<file path="src/rtl/gpr_pkg.sv">
// Shared widths, register-select type and arbiter state encoding for the GPR writeback path.
// Latency: none, declarations only.
// Backpressure: not applicable.
package gpr_pkg;
    localparam int DATA_W   = 32;
    localparam int ADDR_W   = 5;
    localparam int NUM_REGS = 32;

    typedef logic [ADDR_W-1:0] gpr_addr_t;

    typedef enum logic {
        INIT = 1'b0,
        RUN  = 1'b1
    } state_t;
endpackage

</file>
<file path="src/rtl/gpr_wait_cnt.sv">
// Saturating count of consecutive cycles EX was left waiting; at_max forces EX to win.
// Latency: at_max reflects increments from the previous cycle.
// Backpressure: none, pure state counter.
module gpr_wait_cnt #(
    parameter int MAX_WAIT = 4
) (
    input  logic clk,
    input  logic rst,
    input  logic inc,
    input  logic clr,
    output logic at_max
);
    logic [3:0] cnt;

    always_ff @(posedge clk) begin
        if (!rst) begin
            cnt <= 4'd0;
        end else if (clr) begin
            cnt <= 4'd0;
        end else if (inc && (cnt != 4'(MAX_WAIT))) begin
            cnt <= cnt + 4'd1;
        end
    end

    assign at_max = (cnt == 4'(MAX_WAIT));
endmodule

</file>
<file path="src/rtl/gpr_wb_arbiter.sv">
// Shares the single GPR write port between EX and MEM writeback, with a zero-fill init sequence.
// Latency: a granted request reaches gpr_we/gpr_ws/gpr_wdata one cycle later.
// Backpressure: combinational ready per requester, at most one per cycle; both low during init.
module gpr_wb_arbiter
    import gpr_pkg::*;
#(
    parameter int MAX_WAIT = 4
) (
    input  logic                clk,
    input  logic                rst,
    input  logic                clr_req,
    input  logic                ex_valid,
    output logic                ex_ready,
    input  logic [ADDR_W-1:0]   ex_ws,
    input  logic [DATA_W-1:0]   ex_data,
    input  logic                mem_valid,
    output logic                mem_ready,
    input  logic [ADDR_W-1:0]   mem_ws,
    input  logic [DATA_W-1:0]   mem_data,
    output logic                gpr_we,
    output logic [ADDR_W-1:0]   gpr_ws,
    output logic [DATA_W-1:0]   gpr_wdata,
    output logic                init_busy,
    output logic [NUM_REGS-1:0] pend_mask
);
    state_t            state, state_nxt;
    gpr_addr_t         idx, idx_nxt;
    logic              we_nxt;
    gpr_addr_t         ws_nxt;
    logic [DATA_W-1:0] wd_nxt;
    logic              run, ex_grant, mem_grant, at_max, wc_inc;

    // Gating with rst keeps the handshake quiet while reset is held, before the first edge.
    assign run       = rst && (state == RUN);
    assign mem_grant = run && !clr_req && mem_valid && !(ex_valid && at_max);
    assign ex_grant  = run && !clr_req && ex_valid && !mem_grant;
    assign ex_ready  = ex_grant;
    assign mem_ready = mem_grant;
    assign init_busy = !run;
    assign wc_inc    = run && !clr_req && ex_valid && !ex_grant;

    gpr_wait_cnt #(.MAX_WAIT(MAX_WAIT)) u_wait_cnt (
        .clk    (clk),
        .rst    (rst),
        .inc    (wc_inc),
        .clr    (!wc_inc),
        .at_max (at_max)
    );

    always_comb begin
        state_nxt = state;
        idx_nxt   = idx;
        we_nxt    = 1'b0;
        ws_nxt    = gpr_ws;
        wd_nxt    = gpr_wdata;
        if (state == INIT) begin
            we_nxt  = 1'b1;
            ws_nxt  = idx;
            wd_nxt  = '0;
            idx_nxt = idx + gpr_addr_t'(1);
            if (idx == gpr_addr_t'(NUM_REGS - 1)) begin
                state_nxt = RUN;
                idx_nxt   = gpr_addr_t'(1);
            end
        end else begin
            if (clr_req) begin
                state_nxt = INIT;
                idx_nxt   = gpr_addr_t'(1);
            end else if (mem_grant) begin
                // r0 is hardwired zero: accept the request but suppress the write.
                we_nxt = (mem_ws != '0);
                ws_nxt = mem_ws;
                wd_nxt = mem_data;
            end else if (ex_grant) begin
                we_nxt = (ex_ws != '0);
                ws_nxt = ex_ws;
                wd_nxt = ex_data;
            end
        end
    end

    always_ff @(posedge clk) begin
        if (!rst) begin
            state     <= INIT;
            idx       <= gpr_addr_t'(1);
            gpr_we    <= 1'b0;
            gpr_ws    <= '0;
            gpr_wdata <= '0;
        end else begin
            state     <= state_nxt;
            idx       <= idx_nxt;
            gpr_we    <= we_nxt;
            gpr_ws    <= ws_nxt;
            gpr_wdata <= wd_nxt;
        end
    end

    always_comb begin
        pend_mask = '0;
        if (rst) begin
            if (ex_valid)  pend_mask[ex_ws]  = 1'b1;
            if (mem_valid) pend_mask[mem_ws] = 1'b1;
            if (gpr_we)    pend_mask[gpr_ws] = 1'b1;
            pend_mask[0] = 1'b0;
        end
    end
endmodule

</file>
<file path="config.mk">
export PLATFORM = sky130hd
export DESIGN_NAME = gpr_wb_arbiter
export DESIGN_NICKNAME = d
export VERILOG_FILES = /design/src/rtl/gpr_pkg.sv /design/src/rtl/gpr_wait_cnt.sv /design/src/rtl/gpr_wb_arbiter.sv
export SDC_FILE = /design/constraint.sdc
export NUM_CORES = 1
export LEC_CHECK = 0
export ABC_AREA = 1
export CAP_MARGIN = 5
export CORE_MARGIN = 3
export CORE_UTILIZATION = 40
export CTS_BUF_LIST = sky130_fd_sc_hd__clkbuf_8
export CTS_CLUSTER_SIZE = 8
export DETAILED_ROUTE_END_ITERATION = 12
export PLACE_DENSITY_LB_ADDON = 0.15
export SYNTH_ARGS = -nofsm -noshare
export SYNTH_HDL_FRONTEND = slang
export SYNTH_SLANG_ARGS = --single-unit
</file>
<file path="constraint.sdc">
create_clock -name clk -period 1.5 [get_ports clk]
set_input_delay 0.3 -clock clk [delete_from_list [all_inputs] [get_ports clk]]
set_output_delay 0.3 -clock clk [all_outputs]
set_load 0.05 [all_outputs]
</file>
== Yosys cells after proc, flatten, opt, wreduce, memory -nomap -nowiden ==
Index checks and enable logic that the tools add are counted.

* Bits in writable memories: 0
* Word-level logic and storage cells: 75
* Register bits after elaboration: 48
* Bits in latches: 0
* Bits in read-only memories: 0
* Memories: 0

* Bitwise logic cells: 3
* Order comparisons: 6
* Equality and inequality tests: 6
* Divide/modulo/power cells: 0
* Reduce and logical (&&, ||, !) cells: 24
* $add $sub $neg: 2
* $mul: 0
* Shifts and indexed selects: 0
* Mux-type cells: 28

{| class="wikitable"
|+ Operators by type and width
! kind !! count
|-
| $mux W32 || 8
|-
| $or A32 B32 Y32 || 2
|-
| $mux W5 || 7
|-
| $lt A5 B6 Y1 const B || 3
|-
| $demux W1 S5 || 3
|-
| $ge A5 B1 Y1 const B || 3
|-
| $logic_and A1 B1 Y1 || 12
|-
| $mux W1 || 10
|-
| $reduce_bool A5 Y1 || 2
|-
| $reduce_and A2 Y1 || 4
|-
| $add A5 B1 Y5 const B || 1
|-
| $eq A5 B5 Y1 const B || 1
|-
| $logic_not A1 Y1 || 5
|-
| $add A4 B1 Y4 const B || 1
|-
| $eq A4 B3 Y1 const B || 1
|-
| $ne A2 B2 Y1 const B || 2
|-
| $ne A4 B3 Y1 const B || 1
|-
| $ne A3 B1 Y1 const B || 1
|-
| $reduce_bool A2 Y1 || 1
|-
| $not A1 Y1 || 1
|}

== Logic depth before layout (Yosys ltp) ==
Gate-level depths: netlist of the first run.

* Depth after elaboration: 12
* Mapped depth: 10
* Mapped depth without buffers: 9

== By module ==
A second synthesis of the first run with hierarchy kept.

* Cells, all modules: 612
* Area, all modules: 3473.3 sq um

{| class="wikitable"
|+ By module, submodules not included
! module !! times used !! sequential area each (sq um) !! cells each !! area each (sq um)
|-
| gpr_wb_arbiter || 1 || 880.8 || 575 || 3226.8
|-
| gpr_wait_cnt || 1 || 80.1 || 37 || 246.5
|}

== Worst setup path after synthesis of the first run ==
No wires, ideal clock.

* Path kind: reg-to-output
* Start: reg gpr_ws[0]
* End: out pend_mask[15]
* Arrival time: 2.155 ns
* Required time: 1.200 ns
* Slack: -0.955 ns
* Stages on the path, launching flop included: 4
* Buffers on the path: 0
* Cells stage by stage: dfxtp_1 nand3_1 or2_2 a31oi_1

* Longest elaborated chain between the ends: 7
* Elaborated cells between the ends (all ways): 8

{| class="wikitable"
|+ Ends and longest elaborated chain
! element !! RTL line !! text
|-
| start, declared || gpr_wb_arbiter.sv:21 || <nowiki>output logic [ADDR_W-1:0] gpr_ws,</nowiki>
|-
| start signal, assigned || gpr_wb_arbiter.sv:93 || <nowiki>gpr_ws <= ws_nxt;</nowiki>
|-
| $lt A5 B6 Y1 (not written as such) or $ge A5 B1 Y1 (tied branches) || gpr_wb_arbiter.sv:103 || <nowiki>if (gpr_we) pend_mask[gpr_ws] = 1'b1;</nowiki>
|-
| $logic_and A1 B1 Y1 (not written as such) || gpr_wb_arbiter.sv:103 ||
|-
| $mux W1 (not written as such) || gpr_wb_arbiter.sv:103 ||
|-
| $demux W1 S5 * || gpr_wb_arbiter.sv:103 ||
|-
| $or A32 B32 Y32 (no source line) * || - ||
|-
| $mux W32 * || gpr_wb_arbiter.sv:103 ||
|-
| $mux W32 * || gpr_wb_arbiter.sv:100 || <nowiki>if (rst) begin</nowiki>
|-
| end, declared || gpr_wb_arbiter.sv:24 || <nowiki>output logic [NUM_REGS-1:0] pend_mask</nowiki>
|}

Mark *: on every way between the ends. The rest lies on a longest branch, timed or not.

== Final worst setup path of the first run ==
* Start: reg gpr_we
* End: out pend_mask[5]

* Longest elaborated chain between the ends: 2

{| class="wikitable"
|+ Ends and longest elaborated chain
! element !! RTL line !! text
|-
| start, declared || gpr_wb_arbiter.sv:20 || <nowiki>output logic gpr_we,</nowiki>
|-
| start signal, assigned || gpr_wb_arbiter.sv:92 || <nowiki>gpr_we <= we_nxt;</nowiki>
|-
| $mux W32 || gpr_wb_arbiter.sv:103 ||
|-
| $mux W32 || gpr_wb_arbiter.sv:100 ||
|}

Every way passes these cells.

==> results of run 1 <==
[metrics by stage]
stage | hold WS [ns] | setup slack, ns | power [mW] | area, µm² | instances
after floorplan | 0.430 | -0.0893 | 1.90 | 3740 | 611
after global placement | 0.438 | -0.693 | 2.56 | 6510 | 917
after detailed placement | 0.471 | -0.644 | 2.60 | 6510 | 917
after CTS | 0.485 | -0.279 | 3.58 | 7070 | 939
after global routing | 0.509 | -0.389 | 3.93 | 7530 | 952
final | 0.481 | -0.316 | 3.78 | 7530 | 952
[layout by cell type, fill, tap and decap left out, types with 8 or more instances in the layout]
cell type	Yosys	routed
inv_1	97	52
o21ai_1	2	18
nand2_1	172	160
buf_2	2	9
nand3_1	63	38
dfxtp_4	0	8
inv_4	1	8
buf_6	6	20
o21ai_0	39	8
dfxtp_1	48	38
clkdlybuf4s50_1	0	64
clkinvlp_4	0	8
buf_4	7	69
nor2_1	94	80
nor2_4	2	13
o21ai_2	1	15
inv_2	1	32
nand3_4	1	14
nand3_2	9	21
nand2_2	1	10
buf_12	1	80
[state kept, by name (all words and copies together) (netlist names)]
signal and cells:
u_wait_cnt.cnt 4, gpr_we 1, gpr_ws 5, state 1
gpr_wdata 32, idx 5
[critical path, cell delays in order (launching register included)]
cell	delay [ns]
dfxtp_4	0.43
nand3_2	0.10
buf_8	0.16
o211ai_1	0.18
nand2_1	0.11
clkinvlp_4	0.10
buf_12	0.13
[where the power goes]
group          switching, mW  total, mW  internal [mW]
Clock                  0.478      0.854          0.376
Combinational          0.755       1.49          0.733
Sequential            0.0971       1.44           1.34
[area by class of cell]
class                      instances  area, µm²  share of cell area
multi-input combinational        436       2660               0.353
tap                              105        131              0.0174
timing repair buffer             254       3220               0.427
sequential                        48        993               0.132
clock buffer                       6       82.6              0.0110
inverter                         101        433              0.0575
clock inverter                     2       13.8             0.00183
[repair_timing]
item	in CTS	in global routing
resized for setup	176	77
endpoints found under the hold margin	0	0
buffers inserted	15	11
pin swaps	41	35
setup endpoints to repair	76	64
gates cloned	0	3
[metal layers]
metal  up-vias  part of all wire
met5         -           0.00056
met4         2             0.038
met3        82             0.085
met2       301              0.51
met1      2346              0.36
li1       2383                 -
[logic make-up after synthesis]
group | Yosys count | share of synthesized area
AOI/OAI and AO/OA | 65 | 0.103
buffers and inverters | 127 | 0.162
other | 1 | 0.00105
xor gates and xnor gates | 2 | 0.00489
DFF | 48 | 0.268
and+or+nand+nor | 364 | 0.446
adders and majority gates | 4 | 0.0140
[worst min path at each step]
stage | cells after the start | endpoint | startpoint | slack, ns
final | 2 | u_wait_cnt.cnt[3] | u_wait_cnt.cnt[3] | 0.48
after global routing | 2 | u_wait_cnt.cnt[3] | u_wait_cnt.cnt[3] | 0.51
after CTS | 2 | u_wait_cnt.cnt[3] | u_wait_cnt.cnt[3] | 0.49
after detailed placement | 1 | u_wait_cnt.cnt[0] | u_wait_cnt.cnt[0] | 0.47
after global placement | 1 | u_wait_cnt.cnt[0] | u_wait_cnt.cnt[0] | 0.44
after floorplan | 1 | u_wait_cnt.cnt[0] | u_wait_cnt.cnt[0] | 0.43
==> results.py, run 1 <==
metrics = {
    "drt": {
        "wl_um": 16100,
        "drt_drc_violations_left": 0,
        "detail_route.wl_per_cell_um": 16.9,
        "drtPass1Iterations": 5,
        "vias": 5114,
        "first_drt_iteration_drcs": 423,
        "antenna_violating_nets_post_route": 0,
        "via_per_inst": 5.37,
    },
    "synthesis": {
        "synth_cell_types": 41,
        "synth_seq_cells": 48,
        "yosysMostFrequentCell": "nand2_1",
        "netlist_area_um2": 3580,
        "ys.warnings.count": 0,
        "yosys.area.top_type": "dfxtp_1",
        "synth_largest_type_area_fraction": 0.268,
        "synth_edf_count": 0,
        "post_synth_main_area_contributors": "dfxtp_1 27%, nand2_1 18%, inv_1 10%",
        "postSynthNetCount": 694,
        "ys_seq_area_frac": 0.268,
        "synth.top_cells.by_count": "172 x nand2_1, 97 x inv_1, 94 x nor2_1",
        "postSynthCellCount": 611,
        "synth.avg_cell_area_um2": 5.86,
        "postSynth.asyncResetShare": 0,
        "postSynth.topFlopCell": "dfxtp_1",
    },
    "timing": {
        "rsz0062_at_grt": "true",
        "max_freq_mhz": 551,
        "fin_worst_skew_ns": 0.0113,
        "final_report_setup_violation_count": 44,
        "report.final.slew_viol_count": 0,
        "setup_tns_ns": -8.80,
        "finalHoldViolCount": 0,
        "final.setup.worst_slack_ns": -0.316,
        "layout_worst_path_cycle_share": 1.21,
        "final.min_clock_period_ns": 1.82,
    },
    "floorplan": {
        "core_area_um2": 8460,
        "floorplan.die.width_um": 101,
        "die_h_um": 101,
        "num_rows": 33,
        "design.die.area_um2": 10100,
        "io_pins": 152,
        "start_util": 0.423,
    },
    "clocking": {
        "tritoncts.num_buffers": 5,
        "cts.path.max_buffers": 2,
        "cts_sinks": 48,
        "number_of_hold_buffers_added_after_cts": 0,
        "cts_root_buf": "clkbuf_8",
        "tritoncts_clock_tree": "done",
        "clkSlewWorstSetupHoldPaths_ns": 0.09,
        "clkLatencyLatePin_ns": 0.31,
        "ctsHtreeMaxLevel": 2,
    },
    "finish": {
        "n_fill_cell": 402,
        "layout-drive-gt1-share": 0.427,
        "antennaDiodeCount": 0,
        "fin_util": 0.890,
        "synthToLayoutAreaGrowth_pct": 110,
        "final_net_count": 929,
    },
    "critical_path": {
        "setup.worst_path.class": "flip-flop to output port",
        "r2r_path_end": "gpr_wdata[3]",
        "r2r_path_start": "u_wait_cnt.cnt[0]",
        "worst_case_reg_to_reg_path_depth": 12,
        "required_time_of_the_critical_path_ns": 1.20,
        "crit_fanout": 8,
        "ff2ff_setup_slack_ns": -0.08,
        "worst_setup_startpoint": "gpr_we",
        "cp-endpoint": "pend_mask[5]",
        "worstSetupStartpointType": "flip-flop",
        "critical_path.endpoint_type": "output port",
        "crit_arrival_ns": 1.52,
    },
    "global_routing": {
        "gr-usage-all-layers": 0.279,
        "grt_max_degree": 39,
        "wire_length_of_the_first_global_routing_pass_um": 22800,
        "globalRouteMet2Util": 0.498,
        "grt_pass1_vias": 4793,
        "overflow": 0,
        "grtUsageMet3": 0.0678,
        "gr-max-usage-layer": "met2",
        "antenna_found_initial": 1,
        "use_met1": 0.327,
    },
    "power_and_ir_drop": {
        "highest_ir_drop_seen_on_vdd_mv": 0.501,
        "power.density_cell_area_nw_per_um2": 502,
        "power_leakage_nw": 3.25,
    },
    "flow_run": {
        "reported_max_cap_violation_count": 0,
    },
    "worst_hold_path": {
        "worst_hold_path_type": "flip-flop to flip-flop",
    },
    "placement": {
        "detailedPlacementHpwl_um": 10900,
        "port_buffers": 150,
        "gp_routability_congestion": 1.02,
    },
    "status": {
        "failed_checks": "negative setup slack",
        "run_status": "finished, violations left",
    },
}
Power figures use the tool's default switching activity.
==> run 2, diff against run 1 <==
Settings changed: CAP_MARGIN 5 to 20.
==> results of run 2 <==
The final DEF is identical to that of run 1; final timing and power are the same.
==> variant 1: new RTL, flow settings as in run 2 <==
Change the package constant `ADDR_W` from 5 to 6.
--- a/src/rtl/gpr_pkg.sv
+++ b/src/rtl/gpr_pkg.sv
@@ -5,3 +5,3 @@
     localparam int DATA_W   = 32;
-    localparam int ADDR_W   = 5;
+    localparam int ADDR_W   = 6;
     localparam int NUM_REGS = 32;
Ports: changed (resized ex_ws, gpr_ws and mem_ws); port bits go from 152 to 155. No check against the original RTL was run, so the function may have changed too.
==> variant 1 against run 2 <==
- the flow still finishes with violations (negative setup slack)
- synthesized cell count up 5.6%
- routed wire length is 21% higher
- final area is 2.5% higher
- combinational power decreased by 9%
- utilization decreased by 1.3 points
- first-iteration DRC count is 15% higher
- setup slack got worse by 0.25 ns
- sequential cell count rose by 2
- synthesized area rose by 2.6%
- total power up 3.3%
- critical path type unchanged
- largest cell class unchanged
- largest power group is now sequential cells
- highest routed layer is now met4
==> variant 1: results (changes against run 2) <==
| Metric | Value |
|---|---|
| Global Route met3 Usage | `4.710% (was 6.782%)` |
| Final Setup Violations | `47 (was 44)` |
| Hold_sp | `ex_ws[5] (was u_wait_cnt.cnt[3])` |
| Antenna violations before repair | `0 (was 1)` |
| Routed wl met2 | `9.631 mm (was 8.225 mm)` |
| Worst reg2reg path depth | `11 (was 12)` |
| Failing checks | `negative setup slack (unchanged)` |
| Clk pwr | `0.00106 W (was 0.000854 W)` |
| Status | `complete, but fails checks (unchanged)` |
| Reg2Reg Setup Slack | `-0.15 ns (was -0.08 ns)` |
| # resized after CTS | `94 (was 176)` |
| Vias | `5652 (was 5114)` |
| Capturing point of the worst reg2reg path | `gpr_wdata[11] (was gpr_wdata[3])` |
| Total net switching power | `0.001302 W (was 0.001330 W)` |
| Final GP Congestion | `0.9395 (was 1.019)` |
| Cell Area, Placed | `6780 um^2 (was 6510 um^2)` |
| TNS Setup | `-16.71 ns (was -8.802 ns)` |
| WL final | `19.35 mm (was 16.05 mm)` |
| Met1 Use GR | `34.07% (was 32.71%)` |
| Power share of the combinational group | `34.7% (was 39.3%)` |
| Wirelength per Cell | `19.06 um (was 16.86 um)` |
| Cells after Synth | `645 (was 611)` |
| Hold WS | `0.4970 ns (was 0.4811 ns)` |
| Leading post-synthesis cells by cell area | `dfxtp_1 27%, nand2_1 23%, inv_1 11% (was dfxtp_1 27%, nand2_1 18%, inv_1 10%)` |
| Placed Cells | `970 (was 917)` |
| Peak VDD IR | `740.5 uV (was 500.7 uV)` |
| Syn nets | `729 (was 694)` |
| PnR worst setup slack | `-0.5631 ns (was -0.3163 ns)` |
| Buffers added on ports | `153 (was 150)` |
| Crit path DAT | `1.76 ns (was 1.52 ns)` |
| Metal3 WL | `1.725 mm (was 1.367 mm)` |
[variant 1: changes by cell type after synthesis, moves of 3 or more]
cell,before,now
nor3_1,11,18
o21ai_1,2,5
o22ai_1,5,1
clkbuf_1,6,2
nand3_2,9,0
nand2_1,172,224
nand3_1,63,70
inv_1,97,104
nor2_1,94,84
o211ai_1,5,17
o21ai_0,39,12
nor4_1,4,0
[variant 1: worst max-delay path: stages (launching register included)]
cell        delay, ns
dfxtp_4          0.37
inv_2            0.04
nor2_4           0.19
buf_6            0.14
nand3_4          0.13
o211ai_1         0.23
nand2_1          0.12
clkinvlp_4       0.10
buf_12           0.13
[variant 1: final cells by class]
cell class,count,area (um^2)
clock inverter,2,38.79
multi-input combinational,464,2456
tap,108,135.1
inverter,108,509.2
timing repair inverter,1,6.256
sequential,50,1026
fill,456,1090
timing repair buffer,276,3462
clock buffer,6,82.58
[variant 1: kinds of logic (layout without fill, tap and decap cells)]
| kind of cell | Yosys count | count (layout) | synth area share (%) |
|---|---|---|---|
| and+or+nand+nor | 408 | 408 | 46.99 |
| buffers and inverters | 131 | 393 | 15.70 |
| other | 1 | 1 | 0.1020 |
| adders and majority gates | 3 | 3 | 1.022 |
| AOI/OAI and AO/OA | 48 | 48 | 8.001 |
| xor gates and xnor gates | 4 | 4 | 0.9535 |
| DFF | 50 | 50 | 27.24 |
[variant 1: worst max path at each step]
stage                          from             to  slack (ns)  cells after the start
after floorplan              gpr_we  pend_mask[31]       -0.11                      6
after global placement    mem_ws[1]   pend_mask[2]       -0.75                      8
after detailed placement  mem_ws[1]  pend_mask[14]       -0.85                      8
after CTS                    gpr_we  pend_mask[14]       -0.45                      8
after global routing         gpr_we   pend_mask[1]       -0.63                      9
final                        gpr_we  pend_mask[11]       -0.56                      8
==> variant 2: new RTL, config.mk and constraints of run 2 <==
Made on the original files. Make the reset (`rst`) asynchronous in 2 clocked blocks.
--- a/src/rtl/gpr_wait_cnt.sv
+++ b/src/rtl/gpr_wait_cnt.sv
@@ -14,3 +14,3 @@
 
-    always_ff @(posedge clk) begin
+    always_ff @(posedge clk or negedge rst) begin
         if (!rst) begin
--- a/src/rtl/gpr_wb_arbiter.sv
+++ b/src/rtl/gpr_wb_arbiter.sv
@@ -81,3 +81,3 @@
 
-    always_ff @(posedge clk) begin
+    always_ff @(posedge clk or negedge rst) begin
         if (!rst) begin
Check against the original RTL: differs if rst is asserted again (counterexample within 4 cycles, from zero or initial values and one cycle with rst low); with rst held inactive, the same outputs for 10 cycles.
==> variant 2 against run 2 <==
- the run still ends with negative setup slack left
- maximum frequency shrank 9.1%
- routed wire length increased by 46%
- setup slack got worse by 0.18 ns
- sequential cell count is the same
- final area up 9.1%
- synthesized area is 2.2% higher
- critical path type is now in -> out
Power is not compared: it rests on default switching activity, and its combinational part moved more than twofold at a synthesized area within 25%.
==> variant 2: results (changes against run 2) <==
| Metric | Value |
|---|---|
| Status | `complete, but fails checks (unchanged)` |
| Failing checks | `negative setup slack (unchanged)` |
| Global Route met3 Usage | `6.405% (was 6.782%)` |
| Total GRT Usage | `35.23% (was 27.86%)` |
| Leading post-synthesis cells by cell area | `dfrtp_1 32%, nand2_1 20%, nor2_1 11% (was dfxtp_1 27%, nand2_1 18%, inv_1 10%)` |
| # resized after CTS | `182 (was 176)` |
| Fill count | `265 (was 402)` |
| Wirelength per Cell | `23.66 um (was 16.86 um)` |
| Syn nets | `700 (was 694)` |
| Final GP Congestion | `1.040 (was 1.019)` |
| CTS buffer count | `5 (unchanged)` |
| Met1 Use GR | `38.71% (was 32.71%)` |
| Synth top cells by count | `191 x nand2_1, 104 x nor2_1, 98 x inv_1 (was 172 x nand2_1, 97 x inv_1, 94 x nor2_1)` |
| Iteration-0 DRC Markers | `596 (was 423)` |
| Antenna violations before repair | `0 (was 1)` |
| Layout cell share with drive strength beyond 1 | `47.50% (was 42.74%)` |
| CP top delay family | `buffers and inverters (was flip-flops)` |
| Netlist cell types | `32 (was 41)` |
| Final Setup Violations | `73 (was 44)` |
| Met2 Use GR | `62.07% (was 49.77%)` |
| TNS Setup | `-21.88 ns (was -8.802 ns)` |
| Post-detail-place hpwl | `10.98 mm (was 10.87 mm)` |
| Vias per cell | `6.188 (was 5.372)` |
| CP max-delay cell | `clkdlybuf4s15_1 (was dfxtp_4)` |
| Register area share after synthesis | `32.85% (was 26.83%)` |
| Post-CTS Setup Inserts | `25 (was 15)` |
| Reg2Reg Setup Slack | `-0.31 ns (was -0.08 ns)` |
| Vias in the first global route | `5605 (was 4793)` |
| # hold bufs at CTS | `1 (was 0)` |
| Fraction of registers with async set/reset | `100.0% (was 0%)` |
| PnR worst setup slack | `-0.4975 ns (was -0.3163 ns)` |
| Largest net degree at the start of global routing | `35 (was 39)` |
| Worst hold path class | `in -> async (was reg -> reg)` |
| First-pass GRT wire length | `28.26 mm (was 22.83 mm)` |
| Crit path DAT | `1.70 ns (was 1.52 ns)` |
[variant 2: worst reg2reg max path: cells and delay by family (launching register included)]
| kind | cells | cell delay (ns) |
|---|---|---|
| simple gates | 7 | 0.71 |
| buf+inv | 4 | 0.59 |
| flops | 1 | 0.41 |
[variant 2: metal layers]
metal / share of wire, % / routed length, um
met5: 0 / 0
met4: 11 / 2563
met3: 11 / 2601
met2: 46 / 10800
met1: 32 / 7412
[variant 2: worst paths after layout]
kind / startpoint / endpoint / depth (start not counted)
max in group asynchronous: rst / gpr_ws[0] / 3
max: ex_ws[0] / pend_mask[28] / 8
min reg2reg: u_wait_cnt.cnt[0] / u_wait_cnt.cnt[0] / 2
min in group clk: clr_req / state / 3
min: rst / u_wait_cnt.cnt[2] / 3
max reg2reg: state / gpr_wdata[22] / 11
[variant 2: metrics by stage]
stage	setup WS [ns]	area (um^2)	std cells	util [%]	hold WS [ns]
2_1_floorplan	-0.4319	3869	617	-	0.004409
3_3_place_gp	-0.7573	6782	939	77.01	0.3005
3_5_place_dp	-0.8399	6782	939	77.01	0.3072
4_1_cts	-0.4096	7762	979	88.15	0.2128
5_1_grt	-0.5531	8218	988	93.32	0.2375
6_report	-0.4975	8218	988	93.32	0.2588
[variant 2: cell type report]
class	instances	area share, %
Timing Repair Buffer	276	42.48
Multi-Input combinational cell	447	34.76
Sequential cell	48	14.75
Inverter	101	5.283
Tap cell	108	1.644
Clock buffer	5	0.8374
Clock inverter	3	0.2436
[variant 2: cell families after synthesis]
| group | after synthesis | share of synthesized area, % |
|---|---|---|
| simple gates | 354 | 39.28 |
| buf+inv | 123 | 13.09 |
| compound gates | 84 | 12.58 |
| flops | 48 | 32.85 |
| fa+ha+maj | 4 | 1.368 |
| xor+xnor | 3 | 0.7181 |
| other cells | 1 | 0.1025 |
